[src/rtl/tow_pkg.sv]
// Shared types for the tug-of-war game: match phases, winner codes, score helper.
// Latency: none (types and a pure function only).
// Backpressure: not applicable.
package tow_pkg;

   typedef enum logic [2:0] {
      PH_IDLE       = 3'd0,
      PH_COUNTDOWN  = 3'd1,
      PH_PLAY       = 3'd2,
      PH_ROUND_END  = 3'd3,
      PH_MATCH_OVER = 3'd4
   } phase_t;

   localparam logic [1:0] WIN_NONE = 2'b00;
   localparam logic [1:0] WIN_L    = 2'b10;
   localparam logic [1:0] WIN_R    = 2'b01;

   // Scores stop at 15 rather than wrapping back to 0.
   function automatic logic [3:0] sat_inc(input logic [3:0] v);
      return (v == 4'hF) ? v : v + 4'd1;
   endfunction

endpackage

[src/rtl/match_ctrl_tick_gen.sv]
// Free-running step counter: emits a one-cycle tick every PERIOD clocks.
// Latency: tick asserts PERIOD cycles after the last clear (or reset).
// Backpressure: none; clr restarts the count so the next step is full length.
module tick_gen #(
   parameter int PERIOD = 4
) (
   input  logic clk,
   input  logic reset,
   input  logic clr,
   output logic tick
);

   localparam int CW = (PERIOD > 1) ? $clog2(PERIOD) : 1;
   localparam logic [CW-1:0] LAST = CW'(PERIOD - 1);

   logic [CW-1:0] cnt_q, cnt_d;

   // Restart on clear, otherwise count up and wrap after the last value.
   always_comb begin
      if (clr || (cnt_q == LAST)) cnt_d = '0;
      else                        cnt_d = cnt_q + CW'(1);
   end

   // Counter register.
   always_ff @(posedge clk) begin
      if (reset) cnt_q <= '0;
      else       cnt_q <= cnt_d;
   end

   assign tick = (cnt_q == LAST);

endmodule

[src/rtl/match_ctrl.sv]
// Tug-of-war round/match sequencer: countdown, press gating, round and match scoring.
// Latency: presses reach l_move/r_move one cycle later; every output is a flop.
// Backpressure: none; presses outside PLAY, cancelled or on a scoring cycle are dropped.
module match_ctrl
   import tow_pkg::*;
#(
   parameter int WINS_TO_MATCH = 3,
   parameter int TICK_CYCLES   = 50_000_000,
   parameter int COUNT_STEPS   = 3,
   parameter int HOLD_STEPS    = 2
) (
   input  logic       clk,
   input  logic       reset,
   input  logic       start,
   input  logic       l_press,
   input  logic       r_press,
   input  logic       l_edge,
   input  logic       r_edge,
   output logic       l_move,
   output logic       r_move,
   output logic       field_clear,
   output logic [1:0] count_val,
   output logic [3:0] l_score,
   output logic [3:0] r_score,
   output logic [2:0] phase,
   output logic [1:0] match_winner
);

   localparam int HW = (HOLD_STEPS > 1) ? $clog2(HOLD_STEPS) : 1;

   phase_t          phase_q, phase_d;
   logic [1:0]      count_q, count_d;
   logic [1:0]      win_q, win_d;
   logic [3:0]      lsc_q, lsc_d, rsc_q, rsc_d;
   logic [HW-1:0]   hold_q, hold_d;
   logic            lmv_q, lmv_d, rmv_q, rmv_d, clr_q, clr_d;
   logic            won_l_q, won_l_d;
   logic            tick, tick_clr;
   logic            edge_l_win, edge_r_win, hold_done, match_done;

   // Exactly one edge lit decides a round; both lit is a field fault and is ignored.
   assign edge_l_win = l_edge & ~r_edge;
   assign edge_r_win = r_edge & ~l_edge;
   assign hold_done  = tick && (hold_q == HW'(HOLD_STEPS - 1));
   assign match_done = won_l_q ? (lsc_q == 4'(WINS_TO_MATCH)) : (rsc_q == 4'(WINS_TO_MATCH));
   // Every phase change restarts the step counter so each first step is full length.
   assign tick_clr   = (phase_d != phase_q);

   tick_gen #(.PERIOD(TICK_CYCLES)) u_tick (
      .clk   (clk),
      .reset (reset),
      .clr   (tick_clr),
      .tick  (tick)
   );

   // Phase register.
   always_ff @(posedge clk) begin
      if (reset) phase_q <= PH_IDLE;
      else       phase_q <= phase_d;
   end

   // Phase transitions.
   always_comb begin
      phase_d = phase_q;
      case (phase_q)
         PH_IDLE, PH_MATCH_OVER: if (start) phase_d = PH_COUNTDOWN;
         PH_COUNTDOWN:           if (tick && (count_q == 2'd1)) phase_d = PH_PLAY;
         PH_PLAY:                if (edge_l_win || edge_r_win) phase_d = PH_ROUND_END;
         PH_ROUND_END:           if (hold_done) phase_d = match_done ? PH_MATCH_OVER : PH_COUNTDOWN;
         default:                phase_d = PH_IDLE;
      endcase
   end

   // Next values of the output and bookkeeping registers.
   always_comb begin
      count_d = '0;
      win_d   = win_q;
      lsc_d   = lsc_q;
      rsc_d   = rsc_q;
      hold_d  = hold_q;
      won_l_d = won_l_q;
      lmv_d   = 1'b0;
      rmv_d   = 1'b0;
      clr_d   = 1'b0;
      case (phase_q)
         PH_IDLE, PH_MATCH_OVER: begin
            if (start) begin
               lsc_d = '0;
               rsc_d = '0;
               win_d = WIN_NONE;
               clr_d = 1'b1;
            end
         end
         PH_COUNTDOWN: begin
            count_d = tick ? count_q - 2'd1 : count_q;
         end
         PH_PLAY: begin
            hold_d = '0;
            if (edge_l_win) begin
               lsc_d   = sat_inc(lsc_q);
               won_l_d = 1'b1;
            end else if (edge_r_win) begin
               rsc_d   = sat_inc(rsc_q);
               won_l_d = 1'b0;
            end else begin
               // Simultaneous presses cancel each other.
               lmv_d = l_press & ~r_press;
               rmv_d = r_press & ~l_press;
            end
         end
         PH_ROUND_END: begin
            if (tick) hold_d = hold_q + HW'(1);
            if (hold_done) begin
               if (match_done) win_d = won_l_q ? WIN_L : WIN_R;
               else            clr_d = 1'b1;
            end
         end
         default: ;
      endcase
      // Each countdown begins from the top digit.
      if ((phase_q != PH_COUNTDOWN) && (phase_d == PH_COUNTDOWN)) count_d = 2'(COUNT_STEPS);
   end

   // Output and bookkeeping registers; reset also recentres the field once.
   always_ff @(posedge clk) begin
      if (reset) begin
         count_q <= '0;
         win_q   <= WIN_NONE;
         lsc_q   <= '0;
         rsc_q   <= '0;
         hold_q  <= '0;
         won_l_q <= 1'b0;
         lmv_q   <= 1'b0;
         rmv_q   <= 1'b0;
         clr_q   <= 1'b1;
      end else begin
         count_q <= count_d;
         win_q   <= win_d;
         lsc_q   <= lsc_d;
         rsc_q   <= rsc_d;
         hold_q  <= hold_d;
         won_l_q <= won_l_d;
         lmv_q   <= lmv_d;
         rmv_q   <= rmv_d;
         clr_q   <= clr_d;
      end
   end

   assign l_move       = lmv_q;
   assign r_move       = rmv_q;
   assign field_clear  = clr_q;
   assign count_val    = count_q;
   assign l_score      = lsc_q;
   assign r_score      = rsc_q;
   assign phase        = phase_q;
   assign match_winner = win_q;

endmodule
[config.mk]
export PLATFORM = sky130hd
export DESIGN_NAME = match_ctrl
export DESIGN_NICKNAME = d
export VERILOG_FILES = /design/src/rtl/tow_pkg.sv /design/src/rtl/match_ctrl_tick_gen.sv /design/src/rtl/match_ctrl.sv
export SDC_FILE = /design/constraint.sdc
export NUM_CORES = 1
export LEC_CHECK = 0
export BUFFER_PORTS_ARGS = -buffer_cell sky130_fd_sc_hd__buf_2
export CORE_AREA = 2 2 72 74
export CTS_BUF_LIST = sky130_fd_sc_hd__clkbuf_8 sky130_fd_sc_hd__clkbuf_16
export CTS_CLUSTER_DIAMETER = 200
export DETAILED_ROUTE_END_ITERATION = 8
export DIE_AREA = 0 0 74 76
export GPL_ROUTABILITY_DRIVEN = 0
export PLACE_DENSITY = 0.77
export SYNTH_ARGS = -nofsm -noshare
export SYNTH_HDL_FRONTEND = slang
export SYNTH_HIERARCHICAL = 1
export SYNTH_SLANG_ARGS = --single-unit
[constraint.sdc]
create_clock -name clk -period 3.3 [get_ports clk]
set_input_delay 0.66 -clock clk [delete_from_list [all_inputs] [get_ports clk]]
set_output_delay 0.66 -clock clk [all_outputs]
set_load 0.01 [all_outputs]
==> impl_results.md, run 1 <==
- First-pass detailed-route iteration total: 5
- Post-synthesis instance total: roughly 280
- H-tree levels: 2
- Synth Area in Compound Gates: 0.154
- Tmin final: ~2.5 ns
- Unique cell type count in the Yosys netlist: approximately 50
- GRT Total Usage: 0.175
- CP endpoint kind: register
- Largest family of logic cells by synthesized area: simple AND/OR/NAND/NOR gates
- # Max-Cap Violations: 0
- Critical Path Fanout Max: 26
- Largest net degree at the start of global routing: 27
- Top FF cell, synth: dfxtp_1
- Post-Syn Nets: about 290
- Pleak: 0.909 nW
- Worst EP arrival: 2.77 ns
- HP Class: register to register
- CTS tree: built
- Die area: approximately 5600 um^2
- Post-synthesis mux area share: 0.0132
- Synth warn: 6
- Synth top area cells: dfxtp_1 39%, a21oi_1 4.4%, nor2_1 4.4%
- Vias: roughly 2,000
- WL final: ~4700 um
- CORE AREA: 4910 um^2
- Slew Limit Fails: 0
- Antenna violations before repair: 0
- Worst rel slew slack: 0.651
- Vias in the first global route: roughly 1,900
- Vias per Instance: 5.49
- Critical Path RT: 3.53 ns
- Fin util: 0.539
- DRT iter0 DRCs: between 100 and 150
- Antenna diodes: 0
- TritonCTS Buffers: 5
- Antenna Nets Post-Route: 0
- Overflow after GRT: 0
- Share of the synthesized area in the top cell type: 0.389
- Simple logic cell fraction of the synthesized area: 0.318
- DP Wirelength: about 3300 um
- Endpoints failing hold: 0
- Period utilisation layout: 0.770
- I/O pin cnt: 25
- XOR/XNOR Fraction of Synth Area: 0.0554
- Sink Count: 46
- Chip height: about 76 um
- RSZ-0062 raised after global routing: no
- Rows: 26
- Post-synthesis adder-cell area fraction: 0.0317
- Area grow syn2layout: 11.7%
- FILL cells: between 400 and 500
- Fin Setup TNS: 0 ns
- I/O Buffers: 24
- Post-synthesis register bit count: 46
- Sequential area share after synthesis: 0.389
- Avg Cell Area, Syn: ~8.6 um^2
- Final #Nets: approximately 310
- Worst-path clk slew: about 0.080 ns
- Worst Setup Start Kind: register
- Worst-Skew Late Latency: about 0.30 ns
- Hold Crit Depth: 1
- PostCTS Resize Cnt: 0
- DRC viols: 0
- Endpoints failing setup: 0
- CTS Hold Buffers Added: 0
- Number of synthesized flops with an enable pin: 0
- Critical path class: register to register
- Peak supply drop: ~0.00024 V
- Status: completed
- Largest buffer count on any clock path: 2
- Synth area leader: dfxtp_1
- Share of post-route cells with drive strength above 1: 0.161
- Horiz. Die Dim: 74 um
- Root buffer cell: clkbuf_8
- Pwr dens: 392 nW/um^2
- First-pass GRT wire length: between 7000 and 8000 um
- Post-CTS setup buffers: 0
- Setup slack, reg-to-reg: approximately 0.76 ns
- R2R depth: 13
- Mapped Area: ~2400 um^2
- Post-synth ARST share: 0
- Per-cell routed wire length: 12.8 um
- Fmax: roughly 0.39 GHz
- Worst-Margin Slew: about 0.52 ns
- Initial Utilization: 0.482
- Final Skew: around 0.0062 ns
worst max-delay path, cell delays in order, from the launching register on:
cell and delay [ns]:
dfxtp_1 0.40, ha_1 0.23, and3_1 0.24, nand4_1 0.15
nor2_1 0.12, buf_4 0.17, nand3_1 0.12, nor2_1 0.16
nand2_1 0.13, a21o_1 0.19, nor2_1 0.12, o31ai_2 0.08
buf_4 0.22, a21oi_1 0.14
cell families (layout without fill, tap and decap cells):
logic type / after synthesis / after routing
AOI/OAI and AO/OA: 59 / 59
xor gates and xnor gates: 15 / 15
adders and majority gates: 6 / 6
buffers and inverters: 20 / 44
DFF: 46 / 46
muxes: 3 / 3
and+or+nand+nor: 126 / 126
state kept, by name, indices dropped and copies added, names as in the netlist, 2 cells and up:
register / cells
count_val: 2
phase: 3
l_score: 4
r_score: 4
u_tick/cnt_q: 26
match_winner: 2
worst paths after layout:
check / start / end
max: u_tick/cnt_q[0] / u_tick/cnt_q[24]
min: u_tick/cnt_q[0] / u_tick/cnt_q[0]
max reg2reg: u_tick/cnt_q[0] / u_tick/cnt_q[24]
min reg2reg: u_tick/cnt_q[0] / u_tick/cnt_q[0]
report_power, final:
part           internal [W]  switching [W]
combinational     0.0000251      0.0000392
sequential         0.000561     0.00000864
clock              0.000220       0.000183
per-stage QoR:
stage          instances  setup slack [ns]  hold WS, ns  power, W  instance area, um^2
2_1_floorplan        275             0.921        0.440  0.000626                 2370
3_3_place_gp         361             0.895        0.456  0.000646                 2540
3_5_place_dp         361             0.776        0.466  0.000647                 2540
4_1_cts              369             0.759        0.485   0.00105                 2650
5_1_grt              369             0.504        0.512   0.00108                 2650
6_report             369             0.760        0.483   0.00104                 2650
cells in the final DEF, fill, tap and decap left out, types with 9 or more instances in the layout:
master / Yosys / layout
a21oi_1: 21 / 21
buf_2: 2 / 24
dfxtp_1: 46 / 46
inv_1: 9 / 11
nand2_1: 16 / 16
nand3_1: 13 / 13
nor2_1: 28 / 28
nor3_1: 11 / 11
o21ai_0: 13 / 13
o31ai_1: 10 / 10
or4_1: 9 / 9
xnor2_1: 10 / 10
routing by layer:
metal	GRT usage	part of all wire
met3	0.0476	0.040
met2	0.296	0.48
met5	0	0
met1	0.212	0.47
met4	0.0509	0.0061
cells in the mapped netlist (all sizes together), types with 7 or more instances:
cell    instances
o21ai          13
o31ai          11
nand4           8
nand2          16
dfxtp          46
nand3          15
inv             9
clkbuf          7
nor3b           7
nor2           28
a21oi          22
xnor2          10
or4            11
nor3           11
layout make-up:
cell class,count,area [um^2],share of cell area
multi-input cells,209,1360,0.512
flip-flops and latches,46,921,0.348
repair buffers,27,143,0.0539
well taps,70,87.6,0.0331
clock buffers,5,68.8,0.0260
clock inverters,3,37.5,0.0142
inverters,9,33.8,0.0128
No activity file was read; power rests on OpenSTA's default activity.
==> inputs of run 2 (changes only) <==
==> constraint.sdc (replaced) <==
create_clock -name clk -period 2.53 [get_ports clk]
set_input_delay 0.506 -clock clk [delete_from_list [all_inputs] [get_ports clk]]
set_output_delay 0.506 -clock clk [all_outputs]
set_load 0.01 [all_outputs]
==> run 2 against run 1 <==
  * Maximum frequency is 8.3% higher
  * Non-clock buffer count increased by 5
  * Die area is the same
  * Global-route usage is 0.34 points higher
  * Via count increased by 1.2%
  * Clock skew is 0.0015 ns higher
  * Flip-flop and latch count did not move
  * Final cell count up 1.4%
  * Clock-buffer cell count increased by 1
  * Total power up 25%
  * Routed wire length down 0.85%
  * Register-to-register slack got worse by 0.57 ns
  * Critical endpoint is now u_tick/cnt_q[18]
  * Largest power group unchanged
==> impl_results.md, run 2 (synthesized netlist as in run 1, its figures left out) <==
- Met1 usage: 0.211 (-0.00118)
- Most common cell on crit path: nor2_2
- Initial Utilization: 0.482 (unchanged)
- HP Class: primary input to register
- Post-CTS setup buffers: 0 (unchanged)
- First-pass GRT wire length: 8180 um (+2.6%)
- Largest net degree at the start of global routing: 27 (unchanged)
- Largest stage delay, worst path: 0.40 ns (about the same)
- Endpoints failing setup: 0 (unchanged)
- Fin Setup TNS: 0 ns (unchanged)
- Commonest non-fill, non-tap cell in the layout: dfxtp_1
- CORE AREA: 4910 um^2 (unchanged)
- I/O pin cnt: 25 (unchanged)
- First-pass detailed-route iteration total: 4 (-1)
- DRC viols: 0 (unchanged)
- Peak supply drop: 0.000403 V (+69%)
- GRT Total Usage: 0.178 (+0.00339)
- Final #Nets: 316 (+1.6%)
- Busiest grt layer: met2
- Status: completed
- Largest buffer count on any clock path: 2 (unchanged)
- Power Total: 0.00130 W (+25%)
- FILL cells: 435 (-4.2%)
- Vias in the first global route: 1,974 (+4.8%)
- Hold Crit Depth: 2 (+1)
- Global-route met3 utilization: 0.0397 (-0.00794)
- Worst-path clk slew: 0.09 ns (about the same)
- CP endpoint kind: register
- Period utilisation layout: 0.927 (+0.157)
- Setup slack, reg-to-reg: 0.19 ns (-0.57 ns)
- Worst-Margin Slew: 0.477 ns (-0.0438 ns)
- DP Wirelength: 3400 um (+2.2%)
- # Max-Cap Violations: 0 (unchanged)
- Worst EP arrival: 2.58 ns (-0.19 ns)
- Max reg flops: 26 (unchanged)
- CTS Hold Buffers Added: 0 (unchanged)
- Sink Count: 46 (unchanged)
- I/O Buffers: 24 (unchanged)
- Area grow syn2layout: 13.7%
- Worst-Skew Late Latency: 0.30 ns (about the same)
- Slew Limit Fails: 0 (unchanged)
- Slowest-stage cell, CP: dfxtp_1
- Worst rel slew slack: 0.681 (+0.0302)
- GR Util met2: 0.313 (+0.0161)
- Root buffer cell: clkbuf_8
- Fin util: 0.548 (+0.00942)
- Horiz. Die Dim: 74 um (unchanged)
- Chip height: 76 um (unchanged)
- CTS tree: built
- RSZ-0062 raised after global routing: no
- Rows: 26 (unchanged)
- Worst-path cell chain: ha_1 -> and3_1 -> nand4_1 -> nor2_2 -> nand3_1 -> nor2_2 -> nand2_2 -> a21o_1 -> nor2_1 -> o31ai_2 -> buf_12 -> a21oi_1
- Fmax: 0.427 GHz (+8.3%)
- WL final: 4680 um (-0.85%)
- Vias: 2,052 (+1.2%)
- Antenna diodes: 0 (unchanged)
- Share of post-route cells with drive strength above 1: 0.191 (+0.0303)
- Pleak: 0.928 nW (+2.0%)
- DRT iter0 DRCs: 222 (+51%)
- Worst Setup Start Kind: register
- Register with the most flip-flops: u_tick/cnt_q
- Hold Path Sink: l_move
- Non-Filler Instances: 374 (+1.4%)
- Critical Path Fanout Max: 26 (unchanged)
- Reg-to-reg endpoint: u_tick/cnt_q[18]
- Vias per Instance: 5.49 (-0.12%)
- Antenna Nets Post-Route: 0 (unchanged)
- Critical Path RT: 2.76 ns (-0.77 ns)
- Critical path class: register to register
- Die area: 5620 um^2 (unchanged)
- Critical R2R Launch: u_tick/cnt_q[0]
- Antenna violations before repair: 0 (unchanged)
- Commonest non-fill, non-tap cells in the layout: 46 x dfxtp_1, 26 x nor2_1, 24 x buf_2
- Endpoints failing hold: 0 (unchanged)
- Final Skew: 0.00769 ns (+0.00148 ns)
- Per-cell routed wire length: 12.5 um (-2.2%)
- Tmin final: 2.34 ns (-0.196 ns)
- Pwr dens: 483 nW/um^2 (+23%)
- Overflow after GRT: 0 (unchanged)
- H-tree levels: 2 (unchanged)
- R2R depth: 12 (-1)
- Dpl cells: 366 (+1.4%)
- TritonCTS Buffers: 5 (unchanged)
- Beginning of the worst hold path: r_press
[run 2: cell count changes in the layout (fill, tap and decap cells not counted), moves of 2 or more]
cell | previous run | this run
buf_4 | 3 | 7
nor2_1 | 28 | 26
inv_1 | 11 | 9
nor2_2 | 0 | 2
[run 2: layout make-up]
class | count | area [um^2] | area share
multi-input cells | 209 | 1360 | 0.506
well taps | 70 | 87.6 | 0.0325
clock inverters | 2 | 12.5 | 0.00464
flip-flops and latches | 46 | 921 | 0.342
repair buffers | 32 | 193 | 0.0715
inverters | 9 | 33.8 | 0.0125
clock buffers | 6 | 82.6 | 0.0307
[run 2: worst max-delay path, delay by kind of cell, from the launching register on]
kind,cells,cell delay [ns]
AND/OR/NAND/NOR,7,1.10
flip-flops,1,0.40
AO/OA/AOI/OAI,3,0.39
adder cells (fa/ha/maj),1,0.22
buffers and inverters,1,0.17
[run 2: metrics by stage]
step | setup slack, ns | cell area, um^2 | hold slack [ns]
global placement | 0.290 | 2590 | 0.455
floorplan | 0.151 | 2370 | 0.440
CTS | 0.148 | 2690 | 0.355
detailed placement | 0.183 | 2590 | 0.464
global route | 0.0147 | 2690 | 0.362
finish | 0.186 | 2690 | 0.361
[run 2: routing by layer]
metal,wire length (um),vias up,share of wire
met5,0,-,0
met4,61,0,0.013
met3,176,5,0.038
met2,2360,43,0.50
met1,2090,951,0.45
li1,-,1053,-
[run 2: power breakdown]
group	leakage, nW	switching (W)	internal (W)
registers	0.372	0.0000108	0.000732
logic	0.509	0.0000510	0.0000363
clock network	0.0472	0.000251	0.000220
total	0.928	0.000313	0.000988
[run 2: worst max path at each step]
stage                             to  depth (start not counted)  slack [ns]       startpoint
floorplan           u_tick/cnt_q[16]                         12        0.15  u_tick/cnt_q[0]
global placement    u_tick/cnt_q[22]                         12        0.29  u_tick/cnt_q[0]
detailed placement  u_tick/cnt_q[22]                         12        0.18  u_tick/cnt_q[0]
CTS                 u_tick/cnt_q[18]                         12        0.15  u_tick/cnt_q[0]
global route        u_tick/cnt_q[18]                         12        0.01  u_tick/cnt_q[0]
finish              u_tick/cnt_q[18]                         12        0.19  u_tick/cnt_q[0]
[run 2: repair_timing]
action	in CTS	in global routing
hold endpoints to repair	0	0
endpoints found under the setup margin	0	26
resized for setup	0	3
